<file path="config.mk">
export PLATFORM = sky130hd
export DESIGN_NAME = first_nios2_system_cpu_oci_dct_packer_flat
export DESIGN_NICKNAME = d
export VERILOG_FILES = /design/src/rtl/first_nios2_system_cpu_oci_dct_packer_pkg.sv /design/src/rtl/first_nios2_system_cpu_oci_dct_packer_if.sv /design/src/rtl/first_nios2_system_cpu_oci_dct_out_reg.sv /design/src/rtl/first_nios2_system_cpu_oci_dct_packer.sv /design/src/flat_wrapper.sv
export SDC_FILE = /design/constraint.sdc
export NUM_CORES = 1
export LEC_CHECK = 0
export BUFFER_PORTS_ARGS = -buffer_cell sky130_fd_sc_hd__buf_4
export CAP_MARGIN = 20
export CORE_MARGIN = 1
export CORE_UTILIZATION = 26
export DETAILED_ROUTE_END_ITERATION = 8
export MAX_ROUTING_LAYER = met4
export PLACE_DENSITY = 0.51
export SLEW_MARGIN = 20
export SYNTH_ARGS = -nofsm -noshare
export SYNTH_HDL_FRONTEND = slang
export SYNTH_SLANG_ARGS = --single-unit
</file>
<file path="constraint.sdc">
create_clock -name clk -period 2.75 [get_ports clk]
set_input_delay 0.1375 -clock clk [delete_from_list [all_inputs] [get_ports clk]]
set_output_delay 0.1375 -clock clk [all_outputs]
set_load 0.05 [all_outputs]
</file>
<file path="src/rtl/first_nios2_system_cpu_oci_dct_packer_pkg.sv">
// first_nios2_system_cpu_oci_dct_packer_pkg: shared OCI trace packing widths and sequencing states
package first_nios2_system_cpu_oci_dct_packer_pkg;
  localparam int SYM_W = 3;
  localparam int DCT_W = 30;
  localparam int DCT_SLOTS = 10;
  typedef enum logic [1:0] {RUN, DRAIN, ENDING, ENDED} state_t;
endpackage

</file>
<file path="src/rtl/first_nios2_system_cpu_oci_dct_packer_if.sv">
// first_nios2_system_cpu_oci_dct_packer_if: trace symbol input, packed word output and end-of-test signals
interface first_nios2_system_cpu_oci_dct_packer_if;
  import first_nios2_system_cpu_oci_dct_packer_pkg::*;
  logic             sym_valid;
  logic [SYM_W-1:0] sym;
  logic             sym_ready;
  logic             flush;
  logic             end_req;
  logic [DCT_W-1:0] dct_buffer;
  logic [3:0]       dct_count;
  logic             dct_valid;
  logic             dct_ready;
  logic             test_ending;
  logic             test_has_ended;
  modport master (
    input  sym_valid, sym, flush, end_req, dct_ready,
    output sym_ready, dct_buffer, dct_count, dct_valid, test_ending, test_has_ended
  );
  modport slave (
    output sym_valid, sym, flush, end_req, dct_ready,
    input  sym_ready, dct_buffer, dct_count, dct_valid, test_ending, test_has_ended
  );
endinterface

</file>
<file path="src/rtl/first_nios2_system_cpu_oci_dct_out_reg.sv">
// first_nios2_system_cpu_oci_dct_out_reg: one-entry valid/ready holding register for a packed trace word
module first_nios2_system_cpu_oci_dct_out_reg
  import first_nios2_system_cpu_oci_dct_packer_pkg::*;
(
  input  logic             clk,
  input  logic             reset,
  input  logic             i_load,
  input  logic [DCT_W-1:0] i_buf,
  input  logic [3:0]       i_cnt,
  input  logic             i_ready,
  output logic [DCT_W-1:0] o_buf,
  output logic [3:0]       o_cnt,
  output logic             o_valid,
  output logic             o_free
);
  logic [DCT_W-1:0] r_buf;
  logic [3:0]       r_cnt;
  logic             r_valid;
  assign o_buf = r_buf;
  assign o_cnt = r_cnt;
  assign o_valid = r_valid;
  assign o_free = !r_valid || i_ready;
  // load a new word when free, otherwise drop valid once the consumer takes it
  always_ff @(posedge clk) begin
    if (reset) begin
      r_buf <= '0;
      r_cnt <= '0;
      r_valid <= 1'b0;
    end else if (i_load) begin
      r_buf <= i_buf;
      r_cnt <= i_cnt;
      r_valid <= 1'b1;
    end else if (i_ready) begin
      r_valid <= 1'b0;
    end
  end
endmodule

</file>
<file path="src/rtl/first_nios2_system_cpu_oci_dct_packer.sv">
// first_nios2_system_cpu_oci_dct_packer: packs 3-bit trace symbols into 30-bit words and sequences end-of-test
module first_nios2_system_cpu_oci_dct_packer
  import first_nios2_system_cpu_oci_dct_packer_pkg::*;
#(
  parameter int FLUSH_TIMEOUT = 64
) (
  input logic clk,
  input logic reset,
  first_nios2_system_cpu_oci_dct_packer_if.master bus
);
  state_t           r_state, w_state_n;
  logic [DCT_W-1:0] r_acc_buf, w_buf_n, w_sym_sh;
  logic [3:0]       r_acc_cnt, w_cnt_n, w_out_cnt;
  logic [7:0]       r_idle;
  logic             r_pend;
  logic             w_acc, w_full, w_expire, w_req, w_xfer, w_free;
  assign w_full = r_acc_cnt == 4'(DCT_SLOTS);
  assign bus.sym_ready = r_state == RUN && !(w_full && !w_free);
  assign w_acc = bus.sym_valid && bus.sym_ready;
  assign w_sym_sh = DCT_W'(bus.sym) << (SYM_W * int'(r_acc_cnt));
  assign w_buf_n = r_acc_buf | (w_acc ? w_sym_sh : '0);
  assign w_cnt_n = r_acc_cnt + 4'(w_acc);
  assign w_out_cnt = w_full ? 4'(DCT_SLOTS) : w_cnt_n;
  assign w_expire = r_acc_cnt != 0 && r_idle == 8'(FLUSH_TIMEOUT - 1);
  assign w_req = w_full || w_cnt_n == 4'(DCT_SLOTS) || r_pend || w_expire
              || ((bus.flush || r_state == DRAIN) && w_cnt_n != 0);
  assign w_xfer = w_req && w_free;
  assign bus.test_ending = r_state == ENDING || r_state == ENDED;
  assign bus.test_has_ended = r_state == ENDED;
  first_nios2_system_cpu_oci_dct_out_reg u_out (
    .clk(clk),
    .reset(reset),
    .i_load(w_xfer),
    .i_buf(w_buf_n),
    .i_cnt(w_out_cnt),
    .i_ready(bus.dct_ready),
    .o_buf(bus.dct_buffer),
    .o_cnt(bus.dct_count),
    .o_valid(bus.dct_valid),
    .o_free(w_free)
  );
  // accumulator, idle counter and pending-transfer flag; a symbol arriving while a full word leaves starts the next word
  always_ff @(posedge clk) begin
    if (reset) begin
      r_acc_buf <= '0;
      r_acc_cnt <= '0;
      r_idle <= '0;
      r_pend <= 1'b0;
    end else begin
      r_acc_buf <= w_xfer ? ((w_full && w_acc) ? DCT_W'(bus.sym) : '0) : w_buf_n;
      r_acc_cnt <= w_xfer ? 4'(w_full && w_acc) : w_cnt_n;
      r_idle <= (w_acc || r_acc_cnt == 0 || w_xfer) ? '0 : w_expire ? r_idle : r_idle + 8'd1;
      r_pend <= w_req && !w_xfer;
    end
  end
  // state register
  always_ff @(posedge clk) begin
    if (reset) r_state <= RUN;
    else r_state <= w_state_n;
  end
  // leave DRAIN as soon as the last word is being consumed so test_ending follows it by one cycle
  always_comb begin
    w_state_n = r_state;
    w_state_n = (r_state == RUN && bus.end_req) ? DRAIN
              : (r_state == DRAIN && r_acc_cnt == 0 && w_free) ? ENDING
              : (r_state == ENDING) ? ENDED
              : r_state;
  end
endmodule

</file>
<file path="src/flat_wrapper.sv">
// flat-port wrapper written by rule: the top's interface ports become plain ports
module first_nios2_system_cpu_oci_dct_packer_flat import first_nios2_system_cpu_oci_dct_packer_pkg::*;
#(
  parameter int FLUSH_TIMEOUT = 64
)
  (clk, reset, bus_sym_valid, bus_sym, bus_flush, bus_end_req, bus_dct_ready, bus_sym_ready, bus_dct_buffer, bus_dct_count, bus_dct_valid, bus_test_ending, bus_test_has_ended);
  first_nios2_system_cpu_oci_dct_packer_if bus_i ();
  input logic clk;
  input logic reset;
  input wire logic [$bits(bus_i.sym_valid)-1:0] bus_sym_valid;
  input wire logic [$bits(bus_i.sym)-1:0] bus_sym;
  input wire logic [$bits(bus_i.flush)-1:0] bus_flush;
  input wire logic [$bits(bus_i.end_req)-1:0] bus_end_req;
  input wire logic [$bits(bus_i.dct_ready)-1:0] bus_dct_ready;
  output wire logic [$bits(bus_i.sym_ready)-1:0] bus_sym_ready;
  output wire logic [$bits(bus_i.dct_buffer)-1:0] bus_dct_buffer;
  output wire logic [$bits(bus_i.dct_count)-1:0] bus_dct_count;
  output wire logic [$bits(bus_i.dct_valid)-1:0] bus_dct_valid;
  output wire logic [$bits(bus_i.test_ending)-1:0] bus_test_ending;
  output wire logic [$bits(bus_i.test_has_ended)-1:0] bus_test_has_ended;
  assign bus_i.sym_valid = bus_sym_valid;
  assign bus_i.sym = bus_sym;
  assign bus_i.flush = bus_flush;
  assign bus_i.end_req = bus_end_req;
  assign bus_i.dct_ready = bus_dct_ready;
  assign bus_sym_ready = bus_i.sym_ready;
  assign bus_dct_buffer = bus_i.dct_buffer;
  assign bus_dct_count = bus_i.dct_count;
  assign bus_dct_valid = bus_i.dct_valid;
  assign bus_test_ending = bus_i.test_ending;
  assign bus_test_has_ended = bus_i.test_has_ended;
  first_nios2_system_cpu_oci_dct_packer #(.FLUSH_TIMEOUT(FLUSH_TIMEOUT)) u_core (.clk(clk), .reset(reset), .bus(bus_i));
endmodule
</file>
# ---- Word level (Yosys, flattened, before mapping)
# Index checks and enable logic that the tools add are counted.
dict set report word_totals {
  ff_bits 80
  input_bits 9
  out_inout_bits 38
  wordCells 65
}
dict set report op_classes {
  addsub 2
  multipliers 1
  n_eq_ne 6
  shifts 1
  n_mux 10
  bitwise_logic 1
  n_reduce_logical 34
}
# cell count
set ops {}
lappend ops {{2-to-1 mux 30 bit} 2}
lappend ops {{<< shifter 3 x 32 -> 30 bit} 1}
lappend ops {{bitwise OR 30 bit} 1}
lappend ops {{logical AND 1 bit} 11}
lappend ops {{logical OR 1 bit} 9}
lappend ops {{adder 8 x 1 -> 8 bit (second input constant)} 1}
lappend ops {{equality test 4 bit (second input constant)} 2}
lappend ops {{equality test 8 x 6 -> 1 bit (second input constant)} 1}
lappend ops {{nonzero test 4 bit} 2}
lappend ops {{multiplier 2 x 4 -> 6 bit (first input constant)} 1}
lappend ops {{OR reduction 2 bit} 3}
lappend ops {{adder 4 x 1 -> 4 bit} 1}
lappend ops {{equality test 2 bit (second input constant)} 2}
lappend ops {{logical NOT 1 bit} 4}
lappend ops {{logical NOT 4 bit} 1}
lappend ops {{2-to-1 mux 1 bit} 4}
lappend ops {{2-to-1 mux 2 bit} 2}
lappend ops {{2-to-1 mux 4 bit} 1}
lappend ops {{nonzero test 2 bit} 2}
lappend ops {{2-to-1 mux 3 bit} 1}
lappend ops {{nonzero test 3 bit} 1}
lappend ops {{equality test 2 x 1 -> 1 bit (second input constant)} 1}
lappend ops {{logical NOT 2 bit} 1}

# ---- Logic depth before layout (Yosys ltp)
dict set report depth {
  depth_word 16
  mapped_depth 11
  ltp_nobuf 9
}

# ---- Cells and area by module
# A second synthesis with hierarchy kept.
dict set report unflattened {
  hier_cells 329
  area_unflattened_um2 3363.2
}
# module instances cells_per_inst area_each_um2 seq_area_each_um2
set by_module_without_submodules {}
lappend by_module_without_submodules {first_nios2_system_cpu_oci_dct_packer 1 215 2090.8 900.9}
lappend by_module_without_submodules {first_nios2_system_cpu_oci_dct_out_reg 1 114 1272.5 700.7}

# ---- Least setup slack after synthesis
# Ideal clock, no wire load.
dict set report synth_timing {
  path_type {register to register}
  start {reg u_core.u_out.r_valid (netlist: u_core.u_out.o_valid)}
  end {reg u_core.u_out.r_buf[12] (netlist: u_core.u_out.o_buf[12])}
  setup_ns 0.119
  arrival_ns 2.817
  required_ns 2.631
  setup_slack_ns -0.186
  path_stages_with_launch 11
  n_path_buf 1
  synth_period_minus_slack_ns 2.936
  path_cell_list {dfxtp_1 nor2b_1 a21oi_1 ha_1 ha_1 xor2_1 nor3b_1 a2111oi_4 a21oi_4 buf_6 o221a_2}
}
dict set report synth_via {
  elab_chain_len 14
  word_cells_on_any_way 18
  cone_classes {1 x add/sub; 1 x eq/ne; 1 x mux; 1 x bitwise; 14 x reduce/logical}
}
# element line
set synth_lines {}
lappend synth_lines {{start, declared} first_nios2_system_cpu_oci_dct_out_reg.sv:18} ;# logic r_valid;
lappend synth_lines {{start signal, assigned} first_nios2_system_cpu_oci_dct_out_reg.sv:28} ;# r_valid <= 1'b0;
lappend synth_lines {{start signal, assigned} first_nios2_system_cpu_oci_dct_out_reg.sv:32} ;# r_valid <= 1'b1;
lappend synth_lines {{start signal, assigned} first_nios2_system_cpu_oci_dct_out_reg.sv:34} ;# r_valid <= 1'b0;
lappend synth_lines {{logical NOT 1 bit *} first_nios2_system_cpu_oci_dct_out_reg.sv:22} ;# assign o_free = !r_valid || i_ready;
lappend synth_lines {{logical OR 1 bit *} first_nios2_system_cpu_oci_dct_out_reg.sv:22}
lappend synth_lines {{logical NOT 1 bit} first_nios2_system_cpu_oci_dct_packer.sv:18} ;# assign bus.sym_ready = r_state == RUN && !(w_full && !w_free);
lappend synth_lines {{logical AND 1 bit} first_nios2_system_cpu_oci_dct_packer.sv:18}
lappend synth_lines {{logical NOT 1 bit} first_nios2_system_cpu_oci_dct_packer.sv:18}
lappend synth_lines {{logical AND 1 bit} first_nios2_system_cpu_oci_dct_packer.sv:18}
lappend synth_lines {{logical AND 1 bit} first_nios2_system_cpu_oci_dct_packer.sv:19} ;# assign w_acc = bus.sym_valid && bus.sym_ready;
lappend synth_lines {{adder 4 x 1 -> 4 bit} first_nios2_system_cpu_oci_dct_packer.sv:22} ;# assign w_cnt_n = r_acc_cnt + 4'(w_acc);
lappend synth_lines {{equality test 4 bit} first_nios2_system_cpu_oci_dct_packer.sv:25} ;# assign w_req = w_full || w_cnt_n == 4'(DCT_SLOTS) || r_pend || w_expire
lappend synth_lines {{logical OR 1 bit (3 in a row)} first_nios2_system_cpu_oci_dct_packer.sv:25}
lappend synth_lines {{logical OR 1 bit} first_nios2_system_cpu_oci_dct_packer.sv:26} ;# || ((bus.flush || r_state == DRAIN) && w_cnt_n != 0);
lappend synth_lines {{logical AND 1 bit} first_nios2_system_cpu_oci_dct_packer.sv:27} ;# assign w_xfer = w_req && w_free;
lappend synth_lines {{end signal, assigned} first_nios2_system_cpu_oci_dct_out_reg.sv:30} ;# r_buf <= i_buf;
lappend synth_lines {{end, declared} first_nios2_system_cpu_oci_dct_out_reg.sv:16} ;# logic [DCT_W-1:0] r_buf;
# Every way passes the cells marked *; elsewhere a longest branch is shown, timed or not.
# A chain may end at the register's enable or synchronous reset.

# ---- Worst setup path in the final report
dict set report layout_timing {
  start {reg u_core.r_state[0]}
  end {reg u_core.u_out.r_buf[21] (netlist: u_core.u_out.o_buf[21])}
}
dict set report layout_via {
  elab_chain_len 10
  word_cells_on_any_way 16
  cone_classes {1 x add/sub; 2 x eq/ne; 1 x mux; 1 x bitwise; 11 x reduce/logical}
}
# element line
set layout_lines {}
lappend layout_lines {{start, declared} first_nios2_system_cpu_oci_dct_packer.sv:11} ;# state_t r_state, w_state_n;
lappend layout_lines {{start signal, assigned} first_nios2_system_cpu_oci_dct_packer.sv:59} ;# else r_state <= w_state_n;
lappend layout_lines {{logical NOT 2 bit} first_nios2_system_cpu_oci_dct_packer.sv:18}
lappend layout_lines {{logical AND 1 bit} first_nios2_system_cpu_oci_dct_packer.sv:18}
lappend layout_lines {{logical AND 1 bit} first_nios2_system_cpu_oci_dct_packer.sv:19}
lappend layout_lines {{adder 4 x 1 -> 4 bit} first_nios2_system_cpu_oci_dct_packer.sv:22}
lappend layout_lines {{equality test 4 bit} first_nios2_system_cpu_oci_dct_packer.sv:25}
lappend layout_lines {{logical OR 1 bit (3 in a row)} first_nios2_system_cpu_oci_dct_packer.sv:25}
lappend layout_lines {{logical OR 1 bit} first_nios2_system_cpu_oci_dct_packer.sv:26}
lappend layout_lines {{logical AND 1 bit} first_nios2_system_cpu_oci_dct_packer.sv:27}
# Parallel ways exist; a longest one is shown, timed or not.

==> run metrics <==
DR WL/cell 15.1 um; Synth Instances 330; final setup violating endpoints 0; DIE HEIGHT 114 um; CP cell instances or3b_4 > a21oi_2 > ha_2 > ha_4 > xor2_2 > buf_4 > or3_4 > o22ai_4 > a21oi_4 > buf_12 > clkbuf_16 > o221a_2; Setup TNS 0 ns; GRT busiest layer met2; CORE AREA 0.0122 mm^2; WP buf/inv 3; dominant cell type by area after synthesis dfxtp_1; multi-input logic area 0.00159 mm^2; Util after Layout 0.365; port bufs 46; met1 Use GR 0.177; FMAX 368 MHz; Yosys top cell area share 0.489; GP Congestion 0.804; CTS root buffer clkbuf_16; worst-margin pin slew 0.579 ns; dominant synthesized flop cell dfxtp_1; clk slew on worst S/H paths 0.06 ns; Synthesis Warnings 0; adder-cell share of the synthesized area 0.0115; 1st-iter DRT viols 145; Final Cell Area 0.00444 mm^2; hold depth 5; number of nets in the layout 404; cells on worst reg2reg path 12; Leak Pwr 1.94 nW; via count 2693; sequential share of the synthesized area 0.489; Seq cells post-synth 80; DP Wirelength 5.43 mm; Hold Violations, Final 0; Final ANT Viol Nets 0; Synth cell types 44; GRT Total Usage 0.133; total of fill cells in the finished design 1240; Vias/cell 4.77; worst r2r src u_core.r_state[0]; worst reg2reg endpoint u_core.u_out.o_buf[21]; max incr delay on CP 0.39 ns; top cell family by delay on the critical path simple AND/OR/NAND/NOR gates; GRT overflow 0; Register Area 0.00160 mm^2; total nets after synthesis 342; cts bufs inserted 9; placed inst area 0.00389 mm^2; Cell Pwr Density 984 mW/mm^2; hold worst-path end u_core.r_state[0]; met2 Track Usage GR 0.198; slew margin rel. 0.609; DRC Markers 0; worst-skew pair later-pin latency 0.33 ns; maximum clock path buffer count 2; I/O pins 47; hold path start bus_end_req; Synth Area in Compound Gates 0.187; largest family of logic cells by synthesized area simple AND/OR/NAND/NOR gates; clk sink count 80; post-synthesis simple-gate area fraction 0.215; Worst Setup End Kind flop; share of layout cells above drive strength 1 0.360; antenna fix cells 0; Synth async-reset ratio 0; CP arrival 2.94 ns; outcome finished, final reports clean; Slew Limit Fails 0; Rows 40; VDD IR max 488 uV; Synth Area in XOR/XNOR 0.0160; H-tree levels 3; clock skew 0.00832 ns; worst endpoint required time 2.97 ns; synth top area cells dfxtp_1 (49%), o221a_2 (7.6%), nor3_1 (5.2%); fin crit share 0.988; Max-cap violations 0; CTS tree yes; vias in the first global route 2543; largest net degree at the start of global routing 41; syn avg cell area 9.92 um^2; HP Class input port to flop; first-pass GRT wire length 13.2 mm; WL final 8.52 mm; routing usage on met3 0.0206; Post-CTS Hold Fix Bufs 0; Post-Syn Area 0.00327 mm^2; first-pass iteration count of the detailed router 4; Worst path slowest cell or3b_4; crit path launch type flop; RSZ-0062 raised after global routing true; post-synthesis mux area share 0.0225; P&R area growth vs syn 35.7%; R2R Setup Slk 0.03 ns; Initial Utilization 0.269; min cycle time layout 2.72 ns; Crit Path Class flop to flop; die width 114 um; Max Fanout on Critical Path 8; initial antenna violation count 0; die area 0.0130 mm^2; Post-synth EDFFs 0
[kinds of logic (layout without fill, tap and decap cells)]
family	Yosys count	in the layout
simple gates	125	125
compound gates	75	75
mux	7	7
fa+ha+maj	3	3
xor+xnor	6	6
buf+inv	34	101
flops	80	80
[cells in the mapped netlist, types with 4 or more instances]
cell type and count:
dfxtp_1 80, nand2_1 37, nor3_1 34, a21oi_1 32, o221a_2 22, nor2_1 18, clkbuf_1 14, buf_6 7
buf_2 6, nor2b_1 6, o221a_1 6, inv_1 5, and3_1 4, mux2i_1 4, nor4b_1 4, xnor2_1 4
[metal layers]
metal  up-vias  share of wire  routed length [um]
met4         0          0.015                 124
li1       1323              -                   -
met1      1305           0.49                4210
met5         -              0                   0
met3        10          0.035                 295
met2        55           0.46                3890
[through the flow]
| stage | setup WS (ns) | hold slack (ns) | cells | power [mW] |
|---|---|---|---|---|
| 5_1_grt | -0.0589 | 0.254 | 565 | 4.57 |
| 3_5_place_dp | -0.0356 | 0.462 | 539 | 3.00 |
| 2_1_floorplan | 0.0133 | 0.378 | 330 | 2.56 |
| 6_report | 0.0327 | 0.191 | 565 | 4.37 |
| 4_1_cts | -0.0103 | 0.185 | 556 | 4.14 |
| 3_3_place_gp | 0.00166 | 0.455 | 539 | 2.99 |
[worst register-to-register path, delay by kind of cell, from the launching register on]
| kind | cells | cell delay, ns |
|---|---|---|
| compound gates | 4 | 0.67 |
| xor+xnor | 1 | 0.07 |
| fa+ha+maj | 2 | 0.36 |
| buf+inv | 3 | 0.48 |
| flops | 1 | 0.32 |
| simple gates | 2 | 0.72 |
[what timing repair did]
action,4_1_cts,5_1_grt
buffers inserted,1,4
setup endpoints to repair,32,77
pin swaps,1,6
endpoints found under the hold margin,0,0
gates cloned,0,6
resized for setup,1,15
[state kept, by name (all words and copies together) (netlist names)]
name / flops
u_core.r_idle: 8
u_core.r_acc_cnt: 4
u_core.r_state: 2
u_core.r_acc_buf: 30
u_core.u_out.o_buf: 30
u_core.u_out.o_cnt: 4
u_core.u_out.o_valid: 1
u_core.r_pend: 1
[placed cells by master, fill, tap and decap left out, types with 3 or more instances in the layout]
| cell type | count |
|---|---|
| nand3_1 | 3 |
| nand2_1 | 37 |
| inv_1 | 5 |
| o221a_1 | 6 |
| xnor2_1 | 3 |
| o221a_2 | 17 |
| nor2b_1 | 6 |
| nor2_1 | 18 |
| a22o_1 | 3 |
| a21oi_1 | 31 |
| nor4bb_1 | 3 |
| buf_4 | 70 |
| nor4_4 | 3 |
| a31oi_1 | 3 |
| mux2_2 | 3 |
| clkbuf_16 | 13 |
| nor3_1 | 34 |
| buf_12 | 4 |
| and3_1 | 4 |
| dfxtp_1 | 78 |
| o221a_4 | 5 |
| nor4b_1 | 4 |
| mux2i_1 | 4 |
[layout make-up]
type / count / share of cell area
inverters: 5 / 0.00422
clock inverters: 6 / 0.0113
flip-flops and latches: 80 / 0.361
well taps: 168 / 0.0473
clock buffers: 10 / 0.0538
multi-input cells: 216 / 0.359
repair buffers: 80 / 0.164
[worst max path at each step]
stage	startpoint	to	slack, ns	cells after the start
2_1_floorplan	u_core.r_acc_cnt[1]	u_core.u_out.o_buf[12]	0.01	11
3_3_place_gp	u_core.r_state[0]	u_core.u_out.o_buf[0]	0.002	10
3_5_place_dp	u_core.r_state[0]	u_core.u_out.o_buf[1]	-0.04	9
4_1_cts	u_core.r_state[0]	u_core.u_out.o_buf[29]	-0.01	11
5_1_grt	u_core.r_state[0]	u_core.u_out.o_buf[24]	-0.06	12
6_report	u_core.r_state[0]	u_core.u_out.o_buf[21]	0.03	12
[where the power goes]
part / switching, mW / internal, mW / total (mW)
Combinational: 1.09 / 0.723 / 1.82
Sequential: 0.0895 / 1.33 / 1.42
Clock: 0.494 / 0.645 / 1.14
Note: power is estimated with default switching activity, not from simulation.
